[src/rtl/vector_floating_point_add_scheduler.sv]
// Two-requester round-robin issue into a fixed-latency FP add unit; results return in issue order via a credited FIFO.
// Optional stats outputs under VFPADD_SCHED_STATS_EN; rsp_ready low stalls issue once inflight + queued results reach RSP_DEPTH.
module vector_floating_point_add_scheduler #(
    parameter int  LATENCY   = 2,
    parameter int  RSP_DEPTH = 4,
    parameter int  VLEN      = 64,
    parameter type execution_vector_t = logic [9:0]
) (
    input  logic                clock,
    input  logic                reset_n,
    input  logic                req0_valid,
    output logic                req0_ready,
    input  execution_vector_t   req0_execution_vector,
    input  logic [VLEN-1:0]     req0_vs2,
    input  logic [VLEN-1:0]     req0_vs1,
    input  logic                req1_valid,
    output logic                req1_ready,
    input  execution_vector_t   req1_execution_vector,
    input  logic [VLEN-1:0]     req1_vs2,
    input  logic [VLEN-1:0]     req1_vs1,
    output execution_vector_t   fpadd_execution_vector,
    output logic [VLEN-1:0]     fpadd_vs2,
    output logic [VLEN-1:0]     fpadd_vs1,
    input  logic [VLEN-1:0]     fpadd_vd,
    output logic                rsp_valid,
    input  logic                rsp_ready,
    output logic                rsp_id,
    output logic [VLEN-1:0]     rsp_vd
`ifdef VFPADD_SCHED_STATS_EN
    ,
    output logic [31:0]         stat_issue_count,
    output logic [31:0]         stat_conflict_count,
    output logic [31:0]         stat_stall_count
`endif
);
    localparam int AW = (RSP_DEPTH > 1) ? $clog2(RSP_DEPTH) : 1;
    localparam int CW = AW + 1;
    localparam int IW = $clog2(LATENCY + 1);
    localparam int SW = CW + IW;

    logic [LATENCY-1:0]  sr_vld;
    logic [LATENCY-1:0]  sr_id;
    logic [IW-1:0]       inflight;
    logic [CW-1:0]       fifo_count;
    logic [AW-1:0]       wr_ptr;
    logic [AW-1:0]       rd_ptr;
    logic [VLEN-1:0]     fifo_vd [RSP_DEPTH];
    logic [RSP_DEPTH-1:0] fifo_id;
    logic                prio;
    logic [SW-1:0]       used;
    logic                credit_ok;
    logic                issue;
    logic                issue_id;
    logic                push;
    logic                pop;

    // Credits come only from registered counts, so a pop this cycle frees nothing until next cycle.
    assign used      = SW'(inflight) + SW'(fifo_count);
    assign credit_ok = used < SW'(RSP_DEPTH);

    always_comb begin
        req0_ready = 1'b0;
        req1_ready = 1'b0;
        if (reset_n && credit_ok) begin
            if (req0_valid && (!req1_valid || !prio))
                req0_ready = 1'b1;
            else if (req1_valid)
                req1_ready = 1'b1;
        end
    end

    assign issue    = (req0_valid && req0_ready) || (req1_valid && req1_ready);
    assign issue_id = req1_valid && req1_ready;

    always_comb begin
        fpadd_execution_vector = '0;
        fpadd_vs2              = '0;
        fpadd_vs1              = '0;
        if (issue) begin
            fpadd_execution_vector = issue_id ? req1_execution_vector : req0_execution_vector;
            fpadd_vs2              = issue_id ? req1_vs2 : req0_vs2;
            fpadd_vs1              = issue_id ? req1_vs1 : req0_vs1;
        end
    end

    assign push      = sr_vld[LATENCY-1];
    assign rsp_valid = (fifo_count != '0);
    assign pop       = rsp_valid && rsp_ready;
    assign rsp_vd    = rsp_valid ? fifo_vd[rd_ptr] : '0;
    assign rsp_id    = rsp_valid ? fifo_id[rd_ptr] : 1'b0;

    always_ff @(posedge clock or negedge reset_n) begin
        if (!reset_n) begin
            sr_vld     <= '0;
            sr_id      <= '0;
            inflight   <= '0;
            fifo_count <= '0;
            wr_ptr     <= '0;
            rd_ptr     <= '0;
            prio       <= 1'b0;
        end else begin
            sr_vld[0] <= issue;
            sr_id[0]  <= issue_id;
            for (int i = 1; i < LATENCY; i++) begin
                sr_vld[i] <= sr_vld[i-1];
                sr_id[i]  <= sr_id[i-1];
            end
            inflight <= inflight + IW'(issue) - IW'(push);
            if (issue)
                prio <= !issue_id;
            if (push)
                wr_ptr <= wr_ptr + AW'(1);
            if (pop)
                rd_ptr <= rd_ptr + AW'(1);
            case ({push, pop})
                2'b10:   fifo_count <= fifo_count + CW'(1);
                2'b01:   fifo_count <= fifo_count - CW'(1);
                default: fifo_count <= fifo_count;
            endcase
        end
    end

    // Result storage is not reset; rsp_valid masks stale entries.
    always_ff @(posedge clock) begin
        if (push) begin
            fifo_vd[wr_ptr] <= fpadd_vd;
            fifo_id[wr_ptr] <= sr_id[LATENCY-1];
        end
    end

`ifdef VFPADD_SCHED_STATS_EN
    always_ff @(posedge clock or negedge reset_n) begin
        if (!reset_n) begin
            stat_issue_count    <= '0;
            stat_conflict_count <= '0;
            stat_stall_count    <= '0;
        end else begin
            if (issue)
                stat_issue_count <= stat_issue_count + 32'd1;
            if (req0_valid && req1_valid)
                stat_conflict_count <= stat_conflict_count + 32'd1;
            if ((req0_valid || req1_valid) && !credit_ok)
                stat_stall_count <= stat_stall_count + 32'd1;
        end
    end
`endif

endmodule

[config.mk]
export PLATFORM = sky130hd
export DESIGN_NAME = vector_floating_point_add_scheduler
export DESIGN_NICKNAME = d
export VERILOG_FILES = /design/src/rtl/vector_floating_point_add_scheduler.sv
export SDC_FILE = /design/constraint.sdc
export NUM_CORES = 1
export LEC_CHECK = 0
export ABC_AREA = 1
export CORE_AREA = 2 2 212 214
export CTS_BUF_LIST = sky130_fd_sc_hd__clkbuf_8
export CTS_CLUSTER_DIAMETER = 200
export CTS_CLUSTER_SIZE = 8
export DETAILED_ROUTE_END_ITERATION = 8
export DIE_AREA = 0 0 214 216
export MAX_ROUTING_LAYER = met4
export PLACE_DENSITY_LB_ADDON = 0.08
export SLEW_MARGIN = 5
export SYNTH_ARGS = -nofsm -noshare
export SYNTH_HDL_FRONTEND = slang
export SYNTH_SLANG_ARGS = --single-unit
[constraint.sdc]
create_clock -name clock -period 2.8 [get_ports clock]
set_input_delay 0.56 -clock clock [delete_from_list [all_inputs] [get_ports clock]]
set_output_delay 0.56 -clock clock [all_outputs]
set_load 0.02 [all_outputs]
==> reports/results.tsv, run 1 <==
metric	value	unit
status	finished, violations left	
failing checks	setup timing	
relative slew slack	0.586	
antenna violations before repair	16	
worst path cell trace	ha_4 -> nand3_4 -> nand3_4 -> a21oi_4 -> buf_12 -> buf_12 -> buf_12 -> nand2_1 -> nor2_2 -> buf_4 -> buf_6	
row count	77	
antenna-violating nets left	0	
routability cong.	1.00	
crit-path most repeated cell	buf_12	
Crit path largest cell delay	0.41	ns
Layout Nets	2588	
worst hold path class	reg -> reg	
synth warn	0	
Seq cells post-synth	274	
RSZ-0062 raised after global routing	yes	
cell area after layout	23400	um2
Tot GR Track Use	0.247	
Fill cells	4069	
top cell type's share of synthesized area	0.567	
width of the die	214	um
global-route wire length before repair	82.5	mm
slowest cell on the critical path	dfrtp_1	
VDD IR max	601	uV
area leader, netlist	edfxtp_1	
critical path type	reg -> out	
total wire length	61.5	mm
Syn Nets	1952	
Cell Area, Synth	13800	um2
vias in the first global route	12800	
CP endpoint kind	primary output	
number of remaining DRC errors	0	
die area	46200	um2
Via density	4.73	
WP buf/inv	5	
die height	216	um
Slew Limit Fails	0	
share of the core filled with cells	0.533	
count leader, synth	nor2_1	
Mean Syn Cell Area	8.62	um2
number of CTS-inserted buffers	40	
crit path max fanout	5	
ranking of synthesized cells by area	edfxtp_1, nor2_1, nand3_1	
CTS tree	yes	
CTS Root Buffer Type	clkbuf_8	
Post-synth top flop	edfxtp_1	
# IOs	551	
register area share after synthesis	0.592	
drt pass-1 iters	5	
Unique masters post-synth	19	
initial DRC count	851	
DR WL/cell	21.5	um
# hold bufs at CTS	0	
final setup margin	-0.278	ns
final hold viol count	0	
EDFF count, synth	260	
smallest hold slack	0.347	ns
Num Clock Sinks	274	
Max Cap Viol	0	
worst slack at placement	-0.624	ns
skew final	0.0138	ns
# port buffers	550	
Gate Count Post-Synth	1598	
area occupied by multi-input gates	5530	um2
LEAKAGE	9.57	nW
CP Launch Type	flop	
Post-synth ARST share	0.0511	
top cells by count, synth	nor2_1, edfxtp_1, inv_1, nand2_1, nand3_1	
ratio of cells with drive above 1 in the final layout	0.244	
worst slew pin tran	0.620	ns
Tcrit/Tclk final	1.10	
Req. time, crit path	2.24	ns
total grt overflow	0	
largest net degree at the start of global routing	61	
Initial Util	0.314	
sequential cell area	8160	um2
min cycle time layout	3.08	ns
via count	13500	
Skew-Pair Late Insertion Delay	0.55	ns
CTS Buffer Depth	3	
FMAX	0.325	GHz
core area	43800	um2
power density over the cells	865	nW/um2
Placed Area	20500	um2
DP HPWL	42.6	mm
H-tree depth	2	
endpoints failing setup	138	
family with the most delay on the worst path	buffers and inverters	
Worst EP arrival	2.52	ns
Clock Pin Slew Worst Setup and Hold Paths	0.06	ns
area grow syn2layout	69.7	%
==> cell type report <==
type,count,share of cell area
flip-flops and latches,274,0.349
clock buffers,41,0.0241
inverters,161,0.0265
well taps,592,0.0317
repair buffers,705,0.327
multi-input cells,1052,0.237
clock inverters,18,0.00342
diodes,16,0.00171
==> final timing paths <==
path / from / end / slack [ns] / cells after the start
max: fifo_count[1] / fpadd_vs1[39] / -0.28 / 11
min: sr_vld[0] / sr_vld[1] / 0.35 / 0
max reg2reg: fifo_count[1] / fifo_count[2] / 0.60 / 12
min reg2reg: sr_vld[0] / sr_vld[1] / 0.35 / 0
max in group asynchronous: reset_n / rd_ptr[0] / 1.98 / 3
min in group asynchronous: reset_n / rd_ptr[1] / 0.62 / 3
==> metal layers <==
layer	track usage	part of all wire	vias to the layer above
li1	-	-	6481
met1	0.303	0.42	6444
met2	0.405	0.49	521
met3	0.0686	0.075	65
met4	0.0541	0.020	0
met5	-	0	-
==> cell families (layout without fill, tap and decap cells) <==
| kind of cell | count (synthesis) | after routing | synth area share |
|---|---|---|---|
| AND/OR/NAND/NOR | 835 | 835 | 0.240 |
| flip-flops | 274 | 274 | 0.592 |
| buffers and inverters | 272 | 925 | 0.0809 |
| AO/OA/AOI/OAI | 202 | 202 | 0.0739 |
| adder cells (fa/ha/maj) | 9 | 9 | 0.00872 |
| XOR/XNOR | 6 | 6 | 0.00382 |
| other | 0 | 16 | 0 |
==> placed cells by master, fill, tap and decap left out, drive strengths merged <==
master,instances
nand2,150
xnor2,3
buf,278
dfrtp,14
clkdlybuf4s50,345
clkbuf,64
fa,1
inv,172
clkinv,5
nor2,544
o21ai,133
clkinvlp,2
diode,16
xor2,3
a21oi,69
nand3,141
clkdlybuf4s15,2
ha,8
dlymetal6s2s,57
edfxtp,260
==> stage by stage <==
stage	std cells	total power, W	TNS [ns]
CTS	2798	0.0187	-38.48
global route	2859	0.0214	-40.85
global placement	2718	0.0156	-58.41
floorplan	1598	0.0105	0
detailed placement	2718	0.0156	-60.00
finish	2859	0.0202	-23.01
==> state kept, by name, summed over array words and instances (netlist names) <==
register / flops
fifo_count: 3
sr_id: 2
prio: 1
inflight: 2
fifo_vd: 256
fifo_id: 4
wr_ptr: 2
sr_vld: 2
rd_ptr: 2
==> what timing repair did <==
item,4_1_cts,5_1_grt
buffers inserted,17,31
pin swaps,2,115
resized for setup,548,481
setup endpoints to repair,203,203
gates cloned,4,22
==> power breakdown <==
group          total (W)  switching, W  internal, W
sequential       0.00518      0.000187      0.00499
combinational     0.0123       0.00696      0.00531
clock            0.00279       0.00146      0.00134
Note: power is estimated with default switching activity, not from simulation.
==> run 2, diff against run 1 <==
--- a/config.mk
+++ b/config.mk
@@ -6,6 +6,7 @@
 export NUM_CORES = 1
 export LEC_CHECK = 0
 export ABC_AREA = 1
+export ABC_CLOCK_PERIOD_IN_PS = 2800
 export CORE_AREA = 2 2 212 214
 export CTS_BUF_LIST = sky130_fd_sc_hd__clkbuf_8
 export CTS_CLUSTER_DIAMETER = 200
==> results of run 2 <==
Same layout as run 1: the final DEF is identical, and so are final timing and power.
==> run 3, diff against run 2 <==
--- a/config.mk
+++ b/config.mk
@@ -5,14 +5,13 @@
 export SDC_FILE = /design/constraint.sdc
 export NUM_CORES = 1
 export LEC_CHECK = 0
-export ABC_AREA = 1
 export ABC_CLOCK_PERIOD_IN_PS = 2800
-export CORE_AREA = 2 2 212 214
+export CORE_AREA = 2 2 211 213
 export CTS_BUF_LIST = sky130_fd_sc_hd__clkbuf_8
 export CTS_CLUSTER_DIAMETER = 200
 export CTS_CLUSTER_SIZE = 8
 export DETAILED_ROUTE_END_ITERATION = 8
-export DIE_AREA = 0 0 214 216
+export DIE_AREA = 0 0 213 215
 export MAX_ROUTING_LAYER = met4
 export PLACE_DENSITY_LB_ADDON = 0.08
 export SLEW_MARGIN = 5
==> reports/results.tsv, run 3 <==
metric	value	unit	change
share of synthesized area spent on multiplexers	0.117		+0.117
area grow syn2layout	69.5	%	
Slew Limit Fails	0		unchanged
crit path max fanout	7		+2
core area	43600	um2	-0.44%
largest net degree at the start of global routing	65		+6.6%
CTS tree	yes		
drt pass-1 iters	5		unchanged
area leader, netlist	edfxtp_1		
Mean Syn Cell Area	15.4	um2	+79%
Post-Place Cells	1960		-28%
Hold EP	sr_id[1]		
R2R Setup Slk	0.53	ns	-0.07 ns
most common cell after layout, fill and taps aside	clkdlybuf4s50_1		
hold path depth	0		unchanged
Reg2Reg Depth	8		-4
status	finished clean		
CTS Root Buffer Type	clkbuf_8		
Initial Util	0.288		-0.0267
register area share after synthesis	0.650		+0.0578
RSZ-0062 raised after global routing	yes		
endpoints failing setup	0		-100%
largest register by flop count	fifo_vd		
Post-synth top flop	edfxtp_1		
Num Clock Sinks	274		unchanged
H-tree depth	2		unchanged
reg2reg end	fifo_count[1]		
Skew-Pair Late Insertion Delay	0.56	ns	about the same
die height	215	um	-0.46%
Tcrit/Tclk final	0.992		-0.107
ratio of cells with drive above 1 in the final layout	0.387		+0.142
antenna violations before repair	13		-3
CP Launch Type	flop		
Seq cells post-synth	274		unchanged
Via density	4.96		+4.9%
simple-gate share of the synthesized area	0.0821		-0.158
worst slew pin tran	0.637	ns	+0.0174 ns
vias in the first global route	10900		-14%
CP Launch Point	fifo_count[1]		
Clock Pin Slew Worst Setup and Hold Paths	0.06	ns	about the same
DR WL/cell	28.0	um	+30%
VDD IR max	371	uV	-38%
Cell Area, Synth	12600	um2	-8.9%
top cells by count, synth	edfxtp_1, nor2_1, a32oi_1, and2_1, mux4_2		
total grt overflow	0		unchanged
via count	10300		-24%
Layout Nets	1803		-30%
reg2reg start	fifo_count[1]		
Unique masters post-synth	26		+7
initial DRC count	511		-40%
EDFF count, synth	260		unchanged
post-synthesis compound-gate area fraction	0.0993		+0.0254
routability cong.	0.961		-4.2%
skew final	0.0305	ns	+0.0167 ns
CTS Buffer Depth	3		unchanged
final hold viol count	0		unchanged
critical path type	reg -> out		
row count	77		unchanged
Post-synth ARST share	0.0511		unchanged
final setup margin	0.0222	ns	+0.300 ns
power density over the cells	845	nW/um2	-2.4%
FMAX	0.360	GHz	+11%
worst hold path class	reg -> reg		
relative slew slack	0.575		-0.0111
Final Instance Count excl. Fillers	2069		-28%
most frequent cells in the layout	clkdlybuf4s50_1, edfxtp_1, buf_4		
Req. time, crit path	2.24	ns	about the same
Synth Area in Adders	0.00957		+0.000851
total wire length	58.0	mm	-5.7%
CP endpoint kind	primary output		
largest family of logic cells by synthesized area	multiplexers		
Fill cells	3947		-3.0%
# port buffers	550		unchanged
LEAKAGE	7.50	nW	-22%
number of remaining DRC errors	0		unchanged
min cycle time layout	2.78	ns	-0.300 ns
width of the die	213	um	-0.47%
Largest regs	fifo_vd: 256 flops, fifo_id: 4 flops, fifo_count: 3 flops		
Syn Nets	1168		-40%
top cell type's share of synthesized area	0.622		+0.0553
DP HPWL	42.6	mm	about the same
Max Cap Viol	0		unchanged
Tot GR Track Use	0.256		+0.00892
number of CTS-inserted buffers	40		unchanged
TNS Setup	0	ns	+23.01 ns
antenna-violating nets left	0		unchanged
ranking of synthesized cells by area	edfxtp_1, mux4_2, a32oi_1		
count leader, synth	edfxtp_1		
Worst EP arrival	2.22	ns	-0.30 ns
smallest hold slack	0.354	ns	+0.00710 ns
Largest register FFs	256		unchanged
# IOs	551		unchanged
XOR/XNOR Fraction of Synth Area	0.00558		+0.00177
worst slack at placement	-0.340	ns	+0.285 ns
Gate Count Post-Synth	814		-49%
synth warn	0		unchanged
Hold Path Origin	sr_id[0]		
die area	45800	um2	-0.93%
global-route wire length before repair	80.0	mm	-3.1%
[run 3: cell types whose count changed after synthesis, moves of 10 or more]
cell      change
nor2_1      -401
inv_1       -150
nand2_1     -148
a32oi_1     +138
nand3_1     -138
o21ai_0     -130
and2_1       +71
a21oi_1      -67
mux4_2       +65
buf_2        -36
clkbuf_1     +10
[run 3: what timing repair did]
action	CTS	global route
pin swaps	12	20
setup endpoints to repair	199	130
gates resized for setup	639	268
gates cloned	7	4
setup buffers	31	7
hold buffers	0	0
hold endpoints to repair	0	0
[run 3: area by class of cell]
type | count | area (um2) | share of cell area
antenna | 13 | 32.5 | 0.00153
clock buffer | 41 | 564 | 0.0265
clock inverter | 16 | 72.6 | 0.00341
inverter | 7 | 26.3 | 0.00124
multi-input combinational | 449 | 4650 | 0.219
sequential | 274 | 8170 | 0.384
tap | 592 | 741 | 0.0348
timing repair buffer | 677 | 7020 | 0.330
[run 3: worst max-delay path: stages, from the launching register on]
cell	delay [ns]
dfrtp_1	0.41
ha_1	0.31
nand3_2	0.10
nand3_4	0.15
buf_12	0.20
clkbuf_16	0.18
nor2_4	0.09
buf_6	0.12
buf_12	0.11
[run 3: kinds of logic after synthesis]
family | Yosys count
compound gates | 144
xor+xnor | 8
fa+ha+maj | 9
buf+inv | 91
flops | 274
mux | 65
simple gates | 223
[run 3: layer usage]
layer | track usage | wire length (um)
met3 | 0.0906 | 5110
met4 | 0.0970 | 1760
met5 | - | 0
met2 | 0.389 | 27500
met1 | 0.311 | 23600
[run 3: how the worst max path moves through the flow]
stage               slack [ns]  cells past startpoint             to
floorplan                 0.22                      3     fifo_id[0]
global placement         -0.30                      7  fpadd_vs2[34]
detailed placement       -0.34                      7  fpadd_vs2[34]
CTS                      -0.13                      5     rsp_vd[48]
global route             -0.06                      5      rsp_vd[7]
finish                    0.02                      8  fpadd_vs2[26]
[run 3: per-stage QoR]
stage	util	area [um2]	power, W
after floorplan	-	12600	0.00986
after global placement	0.448	19500	0.0144
after detailed placement	0.448	19500	0.0144
after CTS	0.475	20700	0.0176
after global routing	0.487	21300	0.0189
final	0.487	21300	0.0180
[run 3: report_power, final]
part           total (W)  leakage [nW]  internal (W)  switching (W)
clock            0.00279         0.369       0.00133        0.00145
combinational     0.0100          4.61       0.00488        0.00512
sequential       0.00518          2.52       0.00501       0.000172
